### src/rtl/spi_regfile_arbiter.sv
// -----------------------------------------------------------------------------
// spi_regfile_arbiter
//
// Shares one single-port synchronous register memory between two requesters:
//   * the SPI slave, whose write/read strobes come from the sck domain and are
//     synchronised here;
//   * a core-side req/gnt port.
// The block owns every mem_* control. At most one access is issued per cycle.
// A read parks the FSM in a wait state for one cycle while the memory returns
// data, and no new access is issued during that cycle.
//
// Optional feature (compile-time macro ARB_ROUND_ROBIN_EN):
//   defined   - when SPI and core contend in IDLE, the side that lost the last
//               contended access wins; after reset SPI is favoured.
//   undefined - fixed priority, SPI always wins.
//
// Ports:
//   clk_i, rst_i                 clock, synchronous active-high reset
//   spi_addr_i/spi_write_data_i  SPI address / write data (sck domain, stable)
//   spi_write_en_i/spi_read_en_i SPI strobes (sck domain)
//   spi_read_data_o              SPI read data, held until the next SPI read
//   spi_overrun_o                sticky: an SPI op was lost or dropped
//   core_req_i/core_we_i         core request (held until granted) / write
//   core_addr_i/core_wdata_i     core address / write data
//   core_gnt_o                   combinational grant, access issued this cycle
//   core_rvalid_o/core_rdata_o   one-cycle read-data-valid pulse / read data
//   mem_addr_o/mem_wdata_o       memory address / write data (0 when idle)
//   mem_we_o/mem_re_o            memory write / read enable (never both)
//   mem_rdata_i                  memory read data, one cycle after mem_re_o
// -----------------------------------------------------------------------------
module spi_regfile_arbiter #(
  parameter int ADDR_WIDTH  = 7,
  parameter int DATA_WIDTH  = 8,
  parameter int SYNC_STAGES = 2   // must be at least 2
) (
  input  logic                  clk_i,
  input  logic                  rst_i,
  input  logic [ADDR_WIDTH-1:0] spi_addr_i,
  input  logic [DATA_WIDTH-1:0] spi_write_data_i,
  input  logic                  spi_write_en_i,
  input  logic                  spi_read_en_i,
  output logic [DATA_WIDTH-1:0] spi_read_data_o,
  output logic                  spi_overrun_o,
  input  logic                  core_req_i,
  input  logic                  core_we_i,
  input  logic [ADDR_WIDTH-1:0] core_addr_i,
  input  logic [DATA_WIDTH-1:0] core_wdata_i,
  output logic                  core_gnt_o,
  output logic                  core_rvalid_o,
  output logic [DATA_WIDTH-1:0] core_rdata_o,
  output logic [ADDR_WIDTH-1:0] mem_addr_o,
  output logic [DATA_WIDTH-1:0] mem_wdata_o,
  output logic                  mem_we_o,
  output logic                  mem_re_o,
  input  logic [DATA_WIDTH-1:0] mem_rdata_i
);

  typedef enum logic [1:0] {
    ST_IDLE,
    ST_SPI_RD_WAIT,
    ST_CORE_RD_WAIT
  } state_t;

  state_t r_state;
  state_t w_state_next;

  // ---------------------------------------------------------------------------
  // Strobe synchronisers and rising-edge detect
  // ---------------------------------------------------------------------------
  logic [SYNC_STAGES-1:0] r_wr_sync;
  logic [SYNC_STAGES-1:0] r_rd_sync;
  logic                   r_wr_dly;
  logic                   r_rd_dly;
  logic                   w_wr_det;
  logic                   w_rd_det;
  logic                   w_spi_det;

  // NOTE: sequential state is always assigned with <=, so every flop samples
  // the pre-edge value of its neighbours and the chain shifts by one stage.
  always_ff @(posedge clk_i) begin
    if (rst_i) begin
      r_wr_sync <= '0;
      r_rd_sync <= '0;
      r_wr_dly  <= 1'b0;
      r_rd_dly  <= 1'b0;
    end else begin
      r_wr_sync <= {r_wr_sync[SYNC_STAGES-2:0], spi_write_en_i};
      r_rd_sync <= {r_rd_sync[SYNC_STAGES-2:0], spi_read_en_i};
      r_wr_dly  <= r_wr_sync[SYNC_STAGES-1];
      r_rd_dly  <= r_rd_sync[SYNC_STAGES-1];
    end
  end

  assign w_wr_det  = r_wr_sync[SYNC_STAGES-1] & ~r_wr_dly;
  assign w_rd_det  = r_rd_sync[SYNC_STAGES-1] & ~r_rd_dly;
  assign w_spi_det = w_wr_det | w_rd_det;

  // ---------------------------------------------------------------------------
  // Arbitration: decide which requester is issued this cycle
  // ---------------------------------------------------------------------------
  logic                  r_spi_pend;
  logic                  r_spi_we;
  logic [ADDR_WIDTH-1:0] r_spi_addr;
  logic [DATA_WIDTH-1:0] r_spi_wdata;
  logic                  r_overrun;
  logic                  w_spi_take;
  logic                  w_core_take;

`ifdef ARB_ROUND_ROBIN_EN
  logic r_last_spi;   // 1: SPI won the most recent contended access
`endif

  // NOTE: every signal written in an always_comb gets a default first, so no
  // path through the block leaves it unassigned and no latch is inferred.
  always_comb begin
    w_spi_take  = 1'b0;
    w_core_take = 1'b0;
    // Nothing is issued while reset is asserted, so the combinational outputs
    // read 0 during reset regardless of core_req_i.
    if (!rst_i && r_state == ST_IDLE) begin
      if (r_spi_pend && core_req_i) begin
`ifdef ARB_ROUND_ROBIN_EN
        w_spi_take  = ~r_last_spi;
        w_core_take = r_last_spi;
`else
        w_spi_take  = 1'b1;
`endif
      end else begin
        w_spi_take  = r_spi_pend;
        w_core_take = core_req_i;
      end
    end
  end

`ifdef ARB_ROUND_ROBIN_EN
  always_ff @(posedge clk_i) begin
    if (rst_i) begin
      r_last_spi <= 1'b0;
    end else if (r_spi_pend && core_req_i && r_state == ST_IDLE) begin
      r_last_spi <= w_spi_take;
    end
  end
`endif

  // ---------------------------------------------------------------------------
  // SPI op capture. The address/data buses are sampled directly: the SPI slave
  // holds them stable for many clk periods around its strobe, and the detect
  // pulse arrives well inside that window.
  // ---------------------------------------------------------------------------
  always_ff @(posedge clk_i) begin
    if (rst_i) begin
      r_spi_pend  <= 1'b0;
      r_spi_we    <= 1'b0;
      r_spi_addr  <= '0;
      r_spi_wdata <= '0;
      r_overrun   <= 1'b0;
    end else begin
      if (w_spi_det) begin
        // A new op overwrites the captured one; write wins over a simultaneous
        // read. Either way an op is lost, which is flagged as overrun. An op
        // being issued in this very cycle is not lost.
        r_spi_pend  <= 1'b1;
        r_spi_we    <= w_wr_det;
        r_spi_addr  <= spi_addr_i;
        r_spi_wdata <= spi_write_data_i;
        if ((w_wr_det && w_rd_det) || (r_spi_pend && !w_spi_take)) begin
          r_overrun <= 1'b1;
        end
      end else if (w_spi_take) begin
        r_spi_pend <= 1'b0;
      end
    end
  end

  // ---------------------------------------------------------------------------
  // FSM next state and memory-side outputs
  // ---------------------------------------------------------------------------
  logic [ADDR_WIDTH-1:0] w_mem_addr;
  logic [DATA_WIDTH-1:0] w_mem_wdata;
  logic                  w_mem_we;
  logic                  w_mem_re;
  logic                  w_core_gnt;

  always_comb begin
    w_state_next = r_state;
    w_mem_addr   = '0;
    w_mem_wdata  = '0;
    w_mem_we     = 1'b0;
    w_mem_re     = 1'b0;
    w_core_gnt   = 1'b0;
    unique case (r_state)
      ST_IDLE: begin
        if (w_spi_take) begin
          w_mem_addr = r_spi_addr;
          if (r_spi_we) begin
            w_mem_we    = 1'b1;
            w_mem_wdata = r_spi_wdata;
          end else begin
            w_mem_re     = 1'b1;
            w_state_next = ST_SPI_RD_WAIT;
          end
        end else if (w_core_take) begin
          w_core_gnt = 1'b1;
          w_mem_addr = core_addr_i;
          if (core_we_i) begin
            w_mem_we    = 1'b1;
            w_mem_wdata = core_wdata_i;
          end else begin
            w_mem_re     = 1'b1;
            w_state_next = ST_CORE_RD_WAIT;
          end
        end
      end
      ST_SPI_RD_WAIT:  w_state_next = ST_IDLE;
      ST_CORE_RD_WAIT: w_state_next = ST_IDLE;
      default:         w_state_next = ST_IDLE;
    endcase
  end

  // ---------------------------------------------------------------------------
  // State register and read-data return
  // ---------------------------------------------------------------------------
  logic [DATA_WIDTH-1:0] r_spi_read_data;
  logic [DATA_WIDTH-1:0] r_core_rdata;
  logic                  r_core_rvalid;

  always_ff @(posedge clk_i) begin
    if (rst_i) begin
      r_state         <= ST_IDLE;
      r_spi_read_data <= '0;
      r_core_rdata    <= '0;
      r_core_rvalid   <= 1'b0;
    end else begin
      r_state       <= w_state_next;
      // Data and valid are registered together at the end of the wait state,
      // so rvalid lands two cycles after the grant.
      r_core_rvalid <= (r_state == ST_CORE_RD_WAIT);
      if (r_state == ST_SPI_RD_WAIT) begin
        r_spi_read_data <= mem_rdata_i;
      end
      if (r_state == ST_CORE_RD_WAIT) begin
        r_core_rdata <= mem_rdata_i;
      end
    end
  end

  assign spi_read_data_o = r_spi_read_data;
  assign spi_overrun_o   = r_overrun;
  assign core_gnt_o      = w_core_gnt;
  assign core_rvalid_o   = r_core_rvalid;
  assign core_rdata_o    = r_core_rdata;
  assign mem_addr_o      = w_mem_addr;
  assign mem_wdata_o     = w_mem_wdata;
  assign mem_we_o        = w_mem_we;
  assign mem_re_o        = w_mem_re;

endmodule

### config.mk
export PLATFORM = sky130hd
export DESIGN_NAME = spi_regfile_arbiter
export DESIGN_NICKNAME = d
export VERILOG_FILES = /design/src/rtl/spi_regfile_arbiter.sv
export SDC_FILE = /design/constraint.sdc
export NUM_CORES = 1
export LEC_CHECK = 0
export ABC_CLOCK_PERIOD_IN_PS = 1750
export BUFFER_PORTS_ARGS = -buffer_cell sky130_fd_sc_hd__buf_2
export CORE_UTILIZATION = 45
export CTS_CLUSTER_SIZE = 24
export DETAILED_ROUTE_END_ITERATION = 8
export PLACE_DENSITY = 0.88
export SLEW_MARGIN = 20
export SYNTH_ARGS = -nofsm -noshare
export SYNTH_HDL_FRONTEND = slang
export SYNTH_SLANG_ARGS = --single-unit
export TNS_END_PERCENT = 5
### constraint.sdc
create_clock -name clk_i -period 1.75 [get_ports clk_i]
set_input_delay 0.175 -clock clk_i [delete_from_list [all_inputs] [get_ports clk_i]]
set_output_delay 0.175 -clock clk_i [all_outputs]
set_load 0.05 [all_outputs]
# [Yosys cells after proc, flatten, opt, wreduce, memory -nomap -nowiden]
# Index checks and enable logic that the tools add are counted.
# W data, S select, Z words.
[totals] reg_bits=43 input_bits=44 word_cells=67
[classes] n_eq_ne=4 n_mux=31 n_bitwise=6 n_reduce_logical=13
[ops] operator="$mux W8" n=5
[ops] operator="$mux W7" n=3
[ops] operator="$mux W1" n=19
[ops] operator="$mux W2" n=4
[ops] operator="$logic_and A1 B1 Y1" n=4
[ops] operator="$reduce_bool A2 Y1" n=2
[ops] operator="$not A1 Y1" n=3
[ops] operator="$reduce_and A3 Y1" n=1
[ops] operator="$and A1 B1 Y1" n=2
[ops] operator="$eq A2 B1 Y1 const B" n=1
[ops] operator="$eq A2 B2 Y1 const B" n=1
[ops] operator="$logic_not A1 Y1" n=2
[ops] operator="$logic_not A2 Y1" n=1
[ops] operator="$ne A2 B1 Y1 const B" n=1
[ops] operator="$ne A2 B2 Y1 const B" n=1
[ops] operator="$reduce_and A2 Y1" n=1
[ops] operator="$reduce_or A2 Y1" n=1
[ops] operator="$logic_or A1 B1 Y1" n=1
[ops] operator="$or A1 B1 Y1" n=1

# [Logic depth before layout (Yosys ltp)]
# Gate-level depths: netlist (run 1).
[depth] depth_word=7 depth_mapped=6

# [Least setup slack after synthesis (run 1)]
# Ideal clock, no wire load.
[synth_path] path_kind="register to output" from="reg r_state[1]" to="out mem_re_o" arrival_ps=1513 required_ps=1575 path_slack_ps=62 path_stages_with_launch=6 n_path_buf=2 cell_sequence="dfxtp_1 nor3_1 and3b_1 buf_6 buf_6 o2bb2ai_1"
[synth_between] elab_chain_len=6 elab_cells_between_ends=7 cone_classes="mux (5); reduce/logical (2)"
[synth_lines] item="start: declaration" line_no="64" rtl="state_t r_state;"
[synth_lines] item="start signal: assignment" line_no="234" rtl="r_state <= w_state_next;"
[synth_lines] item="$logic_not A2 Y1 *" line_no="120, 191"
[synth_lines] item="$logic_and A1 B1 Y1" line_no="120" rtl="if (!rst_i && r_state == ST_IDLE) begin"
[synth_lines] item="$mux W1" line_no="120"
[synth_lines] item="$mux W1" line_no="202" rtl="end else if (w_core_take) begin"
[synth_lines] item="$mux W1" line_no="193" rtl="if (w_spi_take) begin"
[synth_lines] item="$mux W1 *" line_no="191" rtl="unique case (r_state)"
[synth_lines] item="end: declaration" line_no="54" rtl="output logic mem_re_o,"
# Every way passes the cells marked *; elsewhere a longest branch is shown, timed or not.

# [Worst setup path in the final report (run 1)]
[layout_path] from="reg r_state[1]" to="out mem_wdata_o[7]"
[layout_between] elab_chain_len=6 elab_cells_between_ends=7 cone_classes="mux (5); reduce/logical (2)"
[layout_lines] item="$logic_not A2 Y1 *" line_no="120, 191"
[layout_lines] item="$logic_and A1 B1 Y1" line_no="120"
[layout_lines] item="$mux W1" line_no="120"
[layout_lines] item="$mux W8" line_no="202"
[layout_lines] item="$mux W8" line_no="193"
[layout_lines] item="$mux W8 *" line_no="191"
[layout_lines] item="end: declaration" line_no="52" rtl="output logic [DATA_WIDTH-1:0] mem_wdata_o,"
# Marks and branches as above.

==> run metrics, run 1 <==
status finished with violations; failing checks setup timing; CP Class reg2out; ranking of synthesized cells by area dfxtp_1 (49%), a21oi_1 (7.4%), a32o_2 (5.1%); Peak supply drop 494 uV; Reg2Reg Launch Point r_rd_dly; Commonest cells post-synth dfxtp_1 (43), a21oi_1 (26), nand2_1 (17); top-area cell type share of the netlist area 49.2%; # clock sinks 43; Root Driver clkbuf_8; Sw Share 26.9%; layout cells sized above 1 40.7%; combinational power share 17.1%; synthesis-stage register bit count 43; EDFF count, synth 0; asr flop ratio synth 0%; crit path max fanout 6; Multi-input gate area 806 sq um; largest net degree at the start of global routing 42; DR vias/cell 5.34; Syn Area/Cell 9.12 sq um; Max Clk Rate 564 MHz; setup bufs post-CTS 0; Setup crit start r_state[1]; Final WS setup -0.0221 ns; Detail Route Antenna Nets 0; max-slew violation count 0; diode count 0; min Tclk post-route 1.77 ns; HP Class in2reg; FP Rows 22; pwr dens 859 nW/um^2; hpwl dp 3.00 mm; Fin Setup TNS -0.0637 ns; GR Util All Layers 21.5%; worst hold margin 0.0913 ns; Worst-Skew Late Latency 0.29 ns; # nets final 313; fin crit share 101%; leak pwr 0.00115 uW; worst slew pin tran 0.705 ns; Initial Util 47.5%; CTS buffer count 5; worst slack at placement 0.124 ns; Synth Instances 192; Setup-failing EPs final 6; Die Ht 64.4 um; Register Area 866 sq um; Setup Skew 0.00336 ns; Seq/Total Area, Yosys 49.2%; Placer Congestion 0.742; reg-to-reg setup timing slack 0.46 ns; Synthesis Warnings 0; total die area 4140 sq um; worst endpoint required time 1.57 ns; vias in the first global route 1478; Syn Std Cell Area 1750 sq um; first-pass GRT wire length 6.78 mm; sequential share of power 50.3%; Crit path arrival time 1.60 ns; DR vias 1698; CTS Buffer Depth 2; Hold Buf Count CTS 0; top-count cell post-synth dfxtp_1; wire per inst 14.8 um; Synth area leader dfxtp_1; core area 3690 sq um; port buffer count 79; io pins 80; Top FF cell, synth dfxtp_1; initial antenna violation count 0; grt total ovfl 0; unrepaired setup endpoints after global routing true; Hold Vio Cnt, Final 0; DRT Wirelength 4.71 mm; Relative slew margins 53.0%; Internal 1510 uW; Die Wd 64.4 um; Area Overhead vs Synth 37.6%; Post-route DRC 0; # fillers 298; Clk network pwr share 32.6%; Setup crit start kind flip-flop; TritonRoute pass-1 iters 4; reg2reg path depth 3; max cap viols 0; Worst Setup EP mem_wdata_o[7]; P_sw 557 uW; Unique masters post-synth 26; Mapped Nets 236; CP Capture Type primary output; total power 2070 uW; Worst-path clk slew 0.08 ns; Final Util 65.3%; Clock H-tree levels 2; DRT iter0 DRCs 82; CTS tree yes; RR Endpoint r_spi_addr[1]
==> logic make-up after synthesis <==
logic type | count (synthesis) | share of synthesized area [%]
flip-flops | 43 | 49.2
AO/OA/AOI/OAI | 61 | 22.4
multiplexers | 8 | 4.57
buffers and inverters | 19 | 6.00
AND/OR/NAND/NOR | 61 | 17.9
==> state kept, by name, summed over array words and instances (netlist names) <==
register and count:
core_rdata_o 8, r_spi_wdata 8, spi_read_data_o 8, r_spi_addr 7, r_rd_sync 2, r_state 2, r_wr_sync 2, core_rvalid_o 1
r_rd_dly 1, r_spi_pend 1, r_spi_we 1, r_wr_dly 1, spi_overrun_o 1
==> critical path: stages, from the launching register on <==
cell and delay (ns):
dfxtp_4 0.37, nor3_4 0.18, and3b_2 0.26, buf_6 0.14, a32o_2 0.19, buf_6 0.16
==> per-layer routing <==
| metal | up-vias | share of wire (%) | track usage (%) |
|---|---|---|---|
| li1 | 830 | - | - |
| met3 | 9 | 4.9 | 5.18 |
| met5 | - | 0 | 0 |
| met2 | 57 | 51 | 35.4 |
| met1 | 802 | 42 | 26.3 |
| met4 | 0 | 1.7 | 9.44 |
==> repair_timing <==
| action | 4_1_cts | 5_1_grt |
|---|---|---|
| gates resized for setup | 30 | 15 |
| endpoints found under the setup margin | 17 | 17 |
| gates cloned | 0 | 1 |
| pin swaps | 1 | 9 |
==> per-stage QoR <==
stage               std cells  area (sq um)
floorplan                 192          1750
global placement          309          2160
detailed placement        309          2160
CTS                       317          2350
global route              318          2410
finish                    318          2410
==> power by group through the flow <==
| stage | combinational, uW | sequential, uW | clock [uW] |
|---|---|---|---|
| global route | 374 | 1040 | 726 |
| detailed placement | 318 | 1060 | 0 |
| floorplan | 184 | 1100 | 0 |
| CTS | 335 | 1040 | 680 |
| finish | 354 | 1040 | 674 |
| global placement | 312 | 1060 | 0 |
==> layout by cell type (no fill, tap or decap), drive strengths merged, types with 2 or more instances in the layout <==
| cell type | synthesis | routed |
|---|---|---|
| o21ai | 16 | 16 |
| a21o | 2 | 2 |
| mux2i | 8 | 8 |
| nand2b | 3 | 3 |
| a22o | 7 | 7 |
| a21oi | 26 | 26 |
| dfxtp | 43 | 43 |
| nand2 | 17 | 17 |
| buf | 12 | 88 |
| a32o | 8 | 8 |
| and2 | 2 | 2 |
| nand3 | 15 | 15 |
| clkbuf | 6 | 8 |
| nor2 | 11 | 11 |
| nor2b | 9 | 9 |
==> final cells by class <==
type	instances	share of cell area (%)
sequential	43	35.9
multi-input combinational	130	33.5
timing repair buffer	88	23.8
clock buffer	8	4.16
tap	48	2.49
inverter	1	0.156
==> worst min-delay path by stage <==
stage                               from               to  slack, ns  cells after the start
final                      spi_read_en_i     r_rd_sync[0]       0.09                      2
after CTS                  spi_read_en_i     r_rd_sync[0]       0.09                      2
after detailed placement   spi_read_en_i     r_rd_sync[0]       0.39                      2
after global placement     spi_read_en_i     r_rd_sync[0]       0.38                      2
after global routing      mem_rdata_i[4]  core_rdata_o[4]       0.12                      3
after floorplan            spi_read_en_i     r_rd_sync[0]       0.30                      1
(Power assumes the default switching activity.)
==> run 2: changes to the inputs <==
--- a/config.mk
+++ b/config.mk
@@ -5,12 +5,13 @@
 export SDC_FILE = /design/constraint.sdc
 export NUM_CORES = 1
 export LEC_CHECK = 0
+export ABC_AREA = 1
 export ABC_CLOCK_PERIOD_IN_PS = 1750
 export BUFFER_PORTS_ARGS = -buffer_cell sky130_fd_sc_hd__buf_2
 export CORE_UTILIZATION = 45
 export CTS_CLUSTER_SIZE = 24
 export DETAILED_ROUTE_END_ITERATION = 8
-export PLACE_DENSITY = 0.88
+export PLACE_DENSITY = 0.89
 export SLEW_MARGIN = 20
 export SYNTH_ARGS = -nofsm -noshare
 export SYNTH_HDL_FRONTEND = slang
==> run 2 against run 1 <==
The flow now finishes without violations. Die area fell by 3.0%. Register-to-register slack got worse by 0.13 ns. Final cell count is 17% higher. Sequential cell count stayed put. Clock skew grew 0.0030 ns. Core utilization is 2.5 points higher. Count of clock-buffer cells in the layout shrank 2. Sequential share of layout area rose by 0.72 points. Clock power grew 8.5%. Largest cell class unchanged.
==> run metrics, run 2 <==
post-placement cell area 2130 sq um; Detail Route Antenna Nets 0; top-count cell post-synth nor2_1; HP Class in2reg; max-slew violation count 0; CP max stage delay 0.35 ns; Worst-Skew Late Latency 0.29 ns; Synthesis Warnings 0; Commonest cells post-synth nor2_1 (72), nand2_1 (44), dfxtp_1 (43); Slowest-stage cell, CP dfxtp_1; Hold Vio Cnt, Final 0; Final WS setup 0.0295 ns; CTS tree yes; min Tclk post-route 1.72 ns; Root Driver clkbuf_8; Relative slew margins 69.2%; Routed met2 length 2.08 mm; Synth Instances 239; Post-route DRC 0; CP Capture Type primary output; grt total ovfl 0; Placer Congestion 0.819; layout cells sized above 1 31.7%; CP cell instances nor2_4, nand3_4, nor2_4, buf_4, nand2_1, nand2_1, buf_6; Unique masters post-synth 18; fin crit share 98.3%; top-area cell type share of the netlist area 50.7%; # clock sinks 43; asr flop ratio synth 0%; crit path max fanout 5; Area Overhead vs Synth 38.6%; TritonRoute pass-1 iters 4; Setup-failing EPs final 0; max cap viols 0; port buffer count 79; Final Util 67.8%; worst slack at placement 0.230 ns; Hold Buf Count CTS 0; DR vias 1758; CP Class reg2out; Die Wd 63.4 um; EDFF count, synth 0; WP buf/inv 2; pwr dens 931 nW/um^2; Initial Util 48.9%; Top Metal Used met4; unrepaired setup endpoints after global routing true; worst hold margin 0.0770 ns; Syn Area/Cell 7.10 sq um; core area 3470 sq um; ranking of synthesized cells by area dfxtp_1 (51%), nor2_1 (16%), nand2_1 (9.7%); Setup Skew 0.00639 ns; Register Area 862 sq um; vias in the first global route 1595; diode count 0; leak pwr 0.00124 uW; DRT Wirelength 4.16 mm; WL met3 284 um; Syn Std Cell Area 1700 sq um; initial antenna violation count 0; CTS buffer count 5; total die area 4020 sq um; Clock H-tree levels 2; DR vias/cell 4.74; status complete, no violations; Setup crit start kind flip-flop; synthesis-stage register bit count 43; # nets final 369; most common cell after layout, fill and taps aside nor2_1; FP Rows 21; Peak supply drop 595 uV; Top FF cell, synth dfxtp_1; worst endpoint required time 1.57 ns; Top delay family on crit path simple AND/OR/NAND/NOR gates; GR Util All Layers 20.9%; DRT iter0 DRCs 60; # fillers 327; Crit path arrival time 1.55 ns; worst slew pin tran 0.461 ns; most frequent cells in the layout nor2_1 (71), buf_2 (64), nand2_1 (44); metal1 wirelength 1.71 mm; Die Ht 63.4 um; CTS Buffer Depth 2; largest net degree at the start of global routing 18; Max Clk Rate 581 MHz; first-pass GRT wire length 6.60 mm; Multi-input gate area 732 sq um; Worst-path clk slew 0.08 ns; wire per inst 11.2 um; Mapped Nets 283; Seq/Total Area, Yosys 50.7%; total power 2190 uW; Synth area leader dfxtp_1; design area 2350 sq um; hpwl dp 2.82 mm; io pins 80
==> run 2: changes by cell type after synthesis, sizes merged, moves of 2 or more <==
cell    delta
a21o       -2
nor2b      -9
nand3      -3
nand2     +27
a22o       -7
inv       +19
and2       -2
mux2i      -8
nor2      +64
o21ai     +15
buf        -9
a21oi     -22
a32o       -8
nand2b     -3
==> run 2: worst paths after layout <==
kind | from | endpoint | slack, ns | cells after the start
worst max-delay path | r_state[1] | mem_wdata_o[1] | 0.03 | 7
worst min register to register | r_rd_sync[0] | r_rd_sync[1] | 0.41 | 2
worst min-delay path | spi_read_en_i | r_rd_sync[0] | 0.08 | 3
worst max register to register | r_rd_sync[1] | r_spi_addr[6] | 0.33 | 5
==> run 2: what timing repair did <==
item	CTS	global route
pin swaps	0	3
buffers inserted	0	4
endpoints found under the setup margin	9	16
resized for setup	9	22
cloned	0	1
==> run 2: area by class of cell <==
class / instances / area share, %
flip-flops and latches: 43 / 36.7
clock buffers: 6 / 3.09
multi-input cells: 168 / 31.1
clock inverters: 1 / 1.28
inverters: 20 / 3.30
repair inverters: 1 / 0.319
repair buffers: 86 / 21.8
well taps: 46 / 2.45
==> run 2: per-stage QoR <==
step | setup TNS [ns] | cells
CTS | -0.0264 | 366
finish | 0 | 371
detailed placement | 0 | 359
global placement | 0 | 359
global route | -0.573 | 371
floorplan | 0 | 239
==> run 2: kinds of logic (layout without fill, tap and decap cells) <==
kind of cell / after synthesis / after routing / synth area share [%]
and+or+nand+nor: 132 / 132 / 31.6
buffers and inverters: 28 / 114 / 7.01
AOI/OAI and AO/OA: 36 / 36 / 10.7
DFF: 43 / 43 / 50.7
==> run 2: routing by layer <==
layer,track usage [%],up-vias
li1,-,917
met2,35.6,64
met1,23.3,768
met4,9.66,0
met5,0,-
met3,6.70,9
==> run 2: power by group <==
part	switching (uW)	internal (uW)	leakage, uW
Combinational	274	120	0.000838
Clock	313	418	0.0000513
Sequential	28.8	1040	0.000353
==> run 2: worst reg2reg max path, cell delays in order (launching register included) <==
cell and delay [ns]:
dfxtp_1 0.33, nand2_1 0.09, nand2_1 0.37, inv_2 0.24, nor2_1 0.19, nor2_1 0.08
==> run 3: changes to the inputs <==
--- a/config.mk
+++ b/config.mk
@@ -9,6 +9,7 @@
 export ABC_CLOCK_PERIOD_IN_PS = 1750
 export BUFFER_PORTS_ARGS = -buffer_cell sky130_fd_sc_hd__buf_2
 export CORE_UTILIZATION = 45
+export CTS_BUF_LIST = sky130_fd_sc_hd__clkbuf_16
 export CTS_CLUSTER_SIZE = 24
 export DETAILED_ROUTE_END_ITERATION = 8
 export PLACE_DENSITY = 0.89
==> run 3 against run 2 <==
Clock skew barely moved. Global-route usage fell by 0.27 points. Sequential cell count did not move. Total power rose by 13%. Combinational power rose by 2%. Clock power rose by 37%. Final cell count did not move. Core utilization rose by 2.2 points. Routed wire length rose by 3.3%. Sequential share of layout area fell by 1.1 points. Critical endpoint is now mem_wdata_o[0]. Largest power group unchanged.
==> run metrics, run 3 (synthesis results as in run 2) <==
status complete, no violations; fin crit share 99.9%; vias in the first global route 1580; reg-to-reg setup timing slack 0.37 ns; DRT iter0 DRCs 67; Relative slew margins 68.6%; max cap viols 0; largest net degree at the start of global routing 18; placed cell count 359; Setup-failing EPs final 0; io pins 80; Setup Skew 0.00597 ns; Min-Delay Path Depth 3; hpwl dp 2.82 mm; leak pwr 0.00128 uW; final cell count without fillers 371; Reg2Reg Launch Point r_rd_sync[1]; worst hold margin 0.0932 ns; Clock H-tree levels 2; DR vias 1754; RR Endpoint r_spi_addr[0]; Root Driver clkbuf_16; most frequent cells in the layout nor2_1 (71), buf_2 (64), nand2_1 (44); Die Wd 63.4 um; first-pass GRT wire length 6.52 mm; port buffer count 79; Max Clk Rate 572 MHz; Setup crit start kind flip-flop; CP Capture Type primary output; CTS buffer count 5; Final Util 70.0%; most common cell after layout, fill and taps aside nor2_1; Crit path arrival time 1.57 ns; min Tclk post-route 1.75 ns; initial antenna violation count 0; HP Class in2reg; layout cells sized above 1 32.3%; DRT Wirelength 4.29 mm; Area Overhead vs Synth 43.1%; reg2reg path depth 5; FP Rows 21; Initial Util 48.9%; # nets final 369; Internal 1820 uW; worst endpoint required time 1.57 ns; P_sw 652 uW; unrepaired setup endpoints after global routing true; core area 3470 sq um; hold path start spi_read_en_i; combinational power share 16.2%; TritonRoute pass-1 iters 4; Worst-Skew Late Latency 0.28 ns; # clock sinks 43; Worst-path clk slew 0.06 ns; wire per inst 11.6 um; diode count 0; total die area 4020 sq um; Clk network pwr share 40.6%; pwr dens 1020 nW/um^2; worst slew pin tran 0.470 ns; GR Util All Layers 20.6%; Post-route DRC 0; sequential share of power 43.2%; Sw Share 26.4%; Die Ht 63.4 um; CTS tree yes; crit path max fanout 4; grt total ovfl 0; Peak supply drop 777 uV; Fin Setup TNS 0 ns; hold endpoint r_rd_sync[0]; Detail Route Antenna Nets 0; max-slew violation count 0; Hold Vio Cnt, Final 0; Placer Congestion 0.819; CP Class reg2out; CTS Buffer Depth 2; DR vias/cell 4.73
==> run 3: changes by cell type in the layout (fill, tap and decap cells not counted), sizes merged <==
cell,previous run,this run
buf,79,80
inv,20,21
clkbuf,13,11
==> run 3: worst max-delay path: stages (launching register included) <==
cell,delay [ns]
dfxtp_2,0.34
nor2_4,0.20
nand3_4,0.14
nor2_4,0.18
buf_4,0.14
nand2_1,0.05
nand2_1,0.08
buf_6,0.16
==> run 3: through the flow <==
stage	setup slack, ns	power [uW]	cell area [sq um]
6_report	0.00226	2470	2430
5_1_grt	-0.0731	2570	2430
3_5_place_dp	0.230	1460	2130
3_3_place_gp	0.319	1450	2130
4_1_cts	-0.00619	2450	2290
2_1_floorplan	0.176	1340	1700
==> run 3: worst max path at each step <==
| stage | startpoint | endpoint | slack [ns] | cells past startpoint |
|---|---|---|---|---|
| detailed placement | rst_i | mem_addr_o[1] | 0.23 | 7 |
| finish | r_state[0] | mem_wdata_o[0] | 0.002 | 7 |
| floorplan | r_state[1] | mem_re_o | 0.18 | 3 |
| global route | r_state[0] | mem_wdata_o[2] | -0.07 | 7 |
| global placement | rst_i | mem_addr_o[6] | 0.32 | 7 |
| CTS | r_state[1] | mem_wdata_o[0] | -0.006 | 6 |
==> run 3: routing by layer <==
| metal | up-vias | track usage, % | routed length (um) |
|---|---|---|---|
| met5 | - | 0 | 0 |
| met4 | 0 | 7.95 | 40 |
| met3 | 4 | 7.25 | 302 |
| met2 | 62 | 35.2 | 2120 |
| met1 | 772 | 23.2 | 1830 |
| li1 | 916 | - | - |
==> run 3: layout make-up <==
class / count / area (sq um)
repair inverters: 1 / 7.51
repair buffers: 86 / 519
inverters: 20 / 77.6
clock inverters: 2 / 33.8
fillers: 308 / 1040
clock buffers: 5 / 125
well taps: 46 / 57.6
multi-input cells: 168 / 743
flip-flops and latches: 43 / 863
==> run 3: what timing repair did <==
| item | CTS | global route |
|---|---|---|
| gates resized for setup | 1 | 43 |
| hold buffers | 0 | 0 |
| setup buffers | 0 | 4 |
| cloned | 0 | 1 |
| endpoints found under the setup margin | 1 | 15 |
| pin swaps | 0 | 2 |
==> run 3: power by group through the flow <==
stage / clock, uW / sequential, uW / combinational [uW]
5_1_grt: 1060 / 1070 / 435
4_1_cts: 1010 / 1060 / 373
2_1_floorplan: 0 / 1150 / 194
3_3_place_gp: 0 / 1080 / 365
6_report: 1000 / 1070 / 401
3_5_place_dp: 0 / 1090 / 372
